## config.mk

```make
export PLATFORM = sky130hd
export DESIGN_NAME = interp_window_ctrl
export DESIGN_NICKNAME = d
export VERILOG_FILES = /design/src/rtl/interp_window_ctrl.sv
export SDC_FILE = /design/constraint.sdc
export NUM_CORES = 1
export LEC_CHECK = 0
export ABC_AREA = 0
export CORE_ASPECT_RATIO = 0.8
export CORE_MARGIN = 1.5
export CORE_UTILIZATION = 30
export CTS_CLUSTER_DIAMETER = 120
export CTS_CLUSTER_SIZE = 16
export DETAILED_ROUTE_END_ITERATION = 10
export GPL_TIMING_DRIVEN = 0
export PLACE_DENSITY_LB_ADDON = 0.25
export SYNTH_ARGS = -nofsm -noshare
export SYNTH_HDL_FRONTEND = slang
export SYNTH_SLANG_ARGS = --single-unit
```

## constraint.sdc

```tcl
create_clock -name clock -period 7 [get_ports clock]
set_input_delay 0.7 -clock clock [delete_from_list [all_inputs] [get_ports clock]]
set_output_delay 0.7 -clock clock [all_outputs]
set_load 0.1 [all_outputs]
```

## src/rtl/interp_window_ctrl.sv

```systemverilog
// Fetch sequencer for the 15-row x 8-byte transposing window shift register.
// Issues row reads, drives shift-register load/flush and flags complete windows.
module interp_window_ctrl #(
    parameter int unsigned ADDR_W    = 16,
    parameter int unsigned ROWS_W    = 8,
    parameter int unsigned WIN_ROWS  = 15,
    parameter int unsigned MAX_OUTST = 2
) (
    input  logic              clock,
    input  logic              reset_L,
    input  logic              start,
    input  logic [ADDR_W-1:0] base_addr,
    input  logic [ADDR_W-1:0] row_stride,
    input  logic [ROWS_W-1:0] num_rows,
    output logic              busy,
    output logic              done,
    output logic              cfg_err,
    output logic              rd_req,
    output logic [ADDR_W-1:0] rd_addr,
    input  logic              rd_gnt,
    input  logic              rd_valid,
    input  logic [63:0]       rd_data,
    output logic              sr_reset_L,
    output logic              sr_load_L,
    output logic [63:0]       sr_in,
    output logic              win_valid
);

    localparam int unsigned OUT_W = $clog2(MAX_OUTST + 1);

    typedef enum logic [1:0] {
        IDLE  = 2'd0,
        FLUSH = 2'd1,
        FETCH = 2'd2,
        DRAIN = 2'd3
    } state_e;

    state_e            state_q, state_d;
    logic [ADDR_W-1:0] stride_q, stride_d;
    logic [ADDR_W-1:0] rd_addr_q, rd_addr_d;
    logic [ROWS_W-1:0] rows_q, rows_d;
    logic [ROWS_W-1:0] issued_q, issued_d;
    logic [ROWS_W-1:0] loaded_q, loaded_d;
    logic [OUT_W-1:0]  outst_q, outst_d;
    logic              rd_req_q, rd_req_d;
    logic              busy_q, busy_d;
    logic              done_q, done_d;
    logic              cfg_err_q, cfg_err_d;
    logic              win_pipe_q, win_pipe_d;
    logic              win_q, win_d;

    logic              start_ok;
    logic              accept;
    logic              beat;
    logic              last_win;

    assign start_ok = start & (num_rows >= ROWS_W'(WIN_ROWS));
    assign accept   = rd_req_q & rd_gnt;
    // Beats with nothing outstanding are stray and never reach the register.
    assign beat     = rd_valid & (outst_q != '0);
    assign last_win = (state_q == DRAIN) & win_q & ~win_pipe_q
                    & (loaded_q == rows_q) & (outst_q == '0);

    // State register
    always_ff @(posedge clock or negedge reset_L) begin
        if (!reset_L) begin
            state_q <= IDLE;
        end else begin
            state_q <= state_d;
        end
    end

    // Next-state logic
    always_comb begin
        state_d = state_q;
        unique case (state_q)
            IDLE:    if (start_ok) state_d = FLUSH;
            FLUSH:   state_d = FETCH;
            FETCH:   if (issued_q == rows_q) state_d = DRAIN;
            DRAIN:   if (last_win) state_d = IDLE;
            default: state_d = IDLE;
        endcase
    end

    // Output and datapath next values
    always_comb begin
        rows_d     = rows_q;
        stride_d   = stride_q;
        rd_addr_d  = rd_addr_q;
        issued_d   = issued_q;
        loaded_d   = loaded_q;
        outst_d    = outst_q;
        cfg_err_d  = 1'b0;
        done_d     = last_win;
        busy_d     = (state_d != IDLE);
        win_pipe_d = 1'b0;
        win_d      = win_pipe_q;
        rd_req_d   = 1'b0;
        sr_reset_L = reset_L & (state_q != FLUSH);
        sr_load_L  = ~beat;
        sr_in      = reset_L ? rd_data : '0;

        if ((state_q == IDLE) && start) begin
            if (start_ok) begin
                rows_d    = num_rows;
                stride_d  = row_stride;
                rd_addr_d = base_addr;
                issued_d  = '0;
                loaded_d  = '0;
            end else begin
                cfg_err_d = 1'b1;
            end
        end

        if (accept) begin
            rd_addr_d = rd_addr_q + stride_q;
            issued_d  = issued_q + ROWS_W'(1);
        end

        if (accept && !beat) begin
            outst_d = outst_q + OUT_W'(1);
        end else if (beat && !accept) begin
            outst_d = outst_q - OUT_W'(1);
        end

        // Window is complete once the 15th row has shifted in; output lags two edges.
        if (beat) begin
            loaded_d   = loaded_q + ROWS_W'(1);
            win_pipe_d = (loaded_q >= ROWS_W'(WIN_ROWS - 1));
        end

        rd_req_d = (state_d == FETCH) & (issued_d < rows_d)
                 & (outst_d < OUT_W'(MAX_OUTST));
    end

    // Registered datapath and outputs
    always_ff @(posedge clock or negedge reset_L) begin
        if (!reset_L) begin
            rows_q     <= '0;
            stride_q   <= '0;
            rd_addr_q  <= '0;
            issued_q   <= '0;
            loaded_q   <= '0;
            outst_q    <= '0;
            rd_req_q   <= 1'b0;
            busy_q     <= 1'b0;
            done_q     <= 1'b0;
            cfg_err_q  <= 1'b0;
            win_pipe_q <= 1'b0;
            win_q      <= 1'b0;
        end else begin
            rows_q     <= rows_d;
            stride_q   <= stride_d;
            rd_addr_q  <= rd_addr_d;
            issued_q   <= issued_d;
            loaded_q   <= loaded_d;
            outst_q    <= outst_d;
            rd_req_q   <= rd_req_d;
            busy_q     <= busy_d;
            done_q     <= done_d;
            cfg_err_q  <= cfg_err_d;
            win_pipe_q <= win_pipe_d;
            win_q      <= win_d;
        end
    end

    assign busy      = busy_q;
    assign done      = done_q;
    assign cfg_err   = cfg_err_q;
    assign rd_req    = rd_req_q;
    assign rd_addr   = rd_addr_q;
    assign win_valid = win_q;

endmodule

```

==> qor.csv <==
metric,value,unit
grt_pass1_wl,21800,µm
start_util,30.7,%
coreArea,14300,µm²
regArea,1650,µm²
final_area,6840,µm²
worst_skew_pair.late_latency,0.33,ns
synth_xor_area_share,4.78,%
cts_tree,built,
cts_sinks,66,
p_int,1290,µW
nFillCells,1353,
netlist_instances,470,
post-route-period-util,58.7,%
power,2610,µW
drtIter0Drc,211,
min_path_cells,0,
setup_viol,0,
drc,0,
netlist_area,4400,µm²
grt_pass1_vias,4212,
synth-simple-area-share,22.1,%
clkTransAtPathRegs,0.05,ns
portBuffers,195,
layout-drive-gt1-share,7.34,%
p_sw_share,50.6,%
critical_path.max_fanout,68,
final_common_cell,clkdlybuf4s50_1,
post_drt_via_cell_ratio,4.82,
status,finished clean,
ant_nets,0,
io_pins,196,
fin_ws,2.89,ns
vias,4170,
drv_cap,0,
yosysWarnings,0,
pwr-share-comb,59.9,%
cts_hold_buffers,0,
switchingPower,1320,µW
wl,13300,µm
overflow,0,
synth-seq-cells,66,
cts_made_buffers,9,
hold_violations,0,
slew_viol_final,0,
grt_usage,17.6,%
reg2regPathDepth,14,
p_per_area,382,nW/µm²
synth_top_family_by_area,simple AND/OR/NAND/NOR gates,
p_leak,0.00290,µW
slew_headroom,32.3,%
cp-end-kind,output pin,
cts_setup_buffers,0,
htree_levels,3,
dieArea,15400,µm²
synth_adder_area_share,8.43,%
rows,39,
syn_to_final_growth,55.6,%
grt_max_degree,69,
fin_crit,4.11,ns
crit_required,6.30,ns
syn_avg_cell_area,9.35,µm²
layout_common_cells,"clkdlybuf4s50_1 (194), and2_1 (66), dfrtp_1 (66), nand2_1 (42), o21ai_0 (37)",
yosysSeqAreaShare,37.6,%
nNetsFinal,814,
hpwl,10700,µm
post_cts_resized,0,
fmax,0.243,GHz
finClkSkew,0.00712,ns
multi_input_area,2580,µm²
clock_path_buffers,2,
rsz0062_at_grt,no,
critPathKind,in2out,
wl_per_cell,15.4,µm
fp.dieW,138,µm
die_h,111,µm
tns,0,ns
root_buffer,clkbuf_16,
diodes,0,
ir_drop,0.321,mV
crit_path_start_kind,input pin,
first_pass_iters,4,
arrival,3.41,ns
synth_nets,608,
yosysUniqueCellTypes,51,
power_frac_seq,24.7,%
hp-class,reg2reg,
synthMuxAreaShare,8.74,%
place_congestion,0.850,
power_frac_clock,15.4,%
placed_area,6580,µm²
antenna_found_initial,0,
place_ws,2.79,ns
synth_compound_area_share,14.6,%
max_slew.worst_pin.slew,1.01,ns
-- state kept, by name, summed over array words and instances (netlist names), 2 cells and up --
signal and flops:
rd_addr 16, outst_q 2, state_q 2, loaded_q 8, rows_q 8, stride_q 16, issued_q 8
-- path summary, 6_finish.rpt --
path	from	endpoint	slack, ns
worst max-delay path	reset_L	sr_in[43]	2.89
max in group asynchronous	reset_L	loaded_q[5]	5.94
worst min register to register	win_d	win_valid	0.44
worst min-delay path	win_d	win_valid	0.44
min in group asynchronous	reset_L	stride_q[4]	0.48
worst max register to register	state_q[0]	rd_req	3.87
-- area by class of cell --
class / count / share of cell area [%]
Buffer: 18 / 1.35
Tap cell: 184 / 3.37
Inverter: 20 / 1.10
Sequential cell: 66 / 24.1
Clock buffer: 11 / 3.40
Clock inverter: 5 / 0.457
Timing Repair Buffer: 195 / 28.5
Multi-Input combinational cell: 366 / 37.7
-- worst max-delay path: stages --
cell and delay [ns]:
buf_4 0.64, clkbuf_1 0.37, clkbuf_1 0.29, and2_1 0.19
clkdlybuf4s50_1 1.15
-- power groups by stage --
| stage | logic, µW | clock network, µW | registers (µW) |
|---|---|---|---|
| 2_1_floorplan | 838 | 0 | 969 |
| 3_3_place_gp | 1540 | 0 | 646 |
| 3_5_place_dp | 1560 | 0 | 651 |
| 4_1_cts | 1570 | 415 | 645 |
| 5_1_grt | 1690 | 434 | 666 |
| 6_report | 1560 | 403 | 646 |
-- cells in the mapped netlist, drive strengths merged --
cell type	count	area share (%)
o211ai	3	0.51
nor3b	1	0.28
inv	20	1.7
or3	2	0.28
nand2b	4	0.57
and4	2	0.40
xnor2	12	2.4
o211a	3	0.68
nand2	42	3.6
mux2	19	4.9
nor2	18	1.6
a21o	10	1.7
a2bb2oi	1	0.20
nor3	8	0.91
a21oi	20	2.4
and3	5	0.71
nand3b	3	0.51
nor4	6	1.3
xor2	12	2.4
nor2b	4	0.57
buf	7	1.2
a211o	1	0.20
a31oi	3	0.57
nand3	7	0.80
a31o	1	0.20
ha	28	8.0
o22ai	5	0.71
a21boi	2	0.60
o31ai	5	0.85
fa	1	0.46
o21a	1	0.17
nand4	8	1.1
o21ai	40	4.6
a21bo	1	0.23
dfrtp	66	38
a211oi	4	0.68
and2	66	9.4
clkbuf	11	0.94
o21bai	1	0.17
mux2i	17	3.9
-- logic make-up (layout without fill, tap and decap cells) --
logic type,count (synthesis),after routing
AO/OA/AOI/OAI,101,101
flip-flops,66,66
buffers and inverters,38,249
multiplexers,36,36
XOR/XNOR,24,24
AND/OR/NAND/NOR,176,176
adder cells (fa/ha/maj),29,29
-- through the flow --
stage,cells,util (%),hold WS [ns]
global placement,849,46.0,0.409
global route,865,47.8,0.438
detailed placement,849,46.0,0.409
floorplan,470,-,0.372
finish,865,47.8,0.437
CTS,865,47.8,0.425
-- metal layers --
metal / GRT usage [%] / vias up / part of all wire [%]
li1: - / 2055 / -
met1: 22.7 / 1969 / 45
met2: 29.4 / 140 / 48
met3: 4.15 / 6 / 6.5
met4: 5.12 / 0 / 0.85
met5: 0 / - / 0
Note: power is estimated with default switching activity, not from simulation.
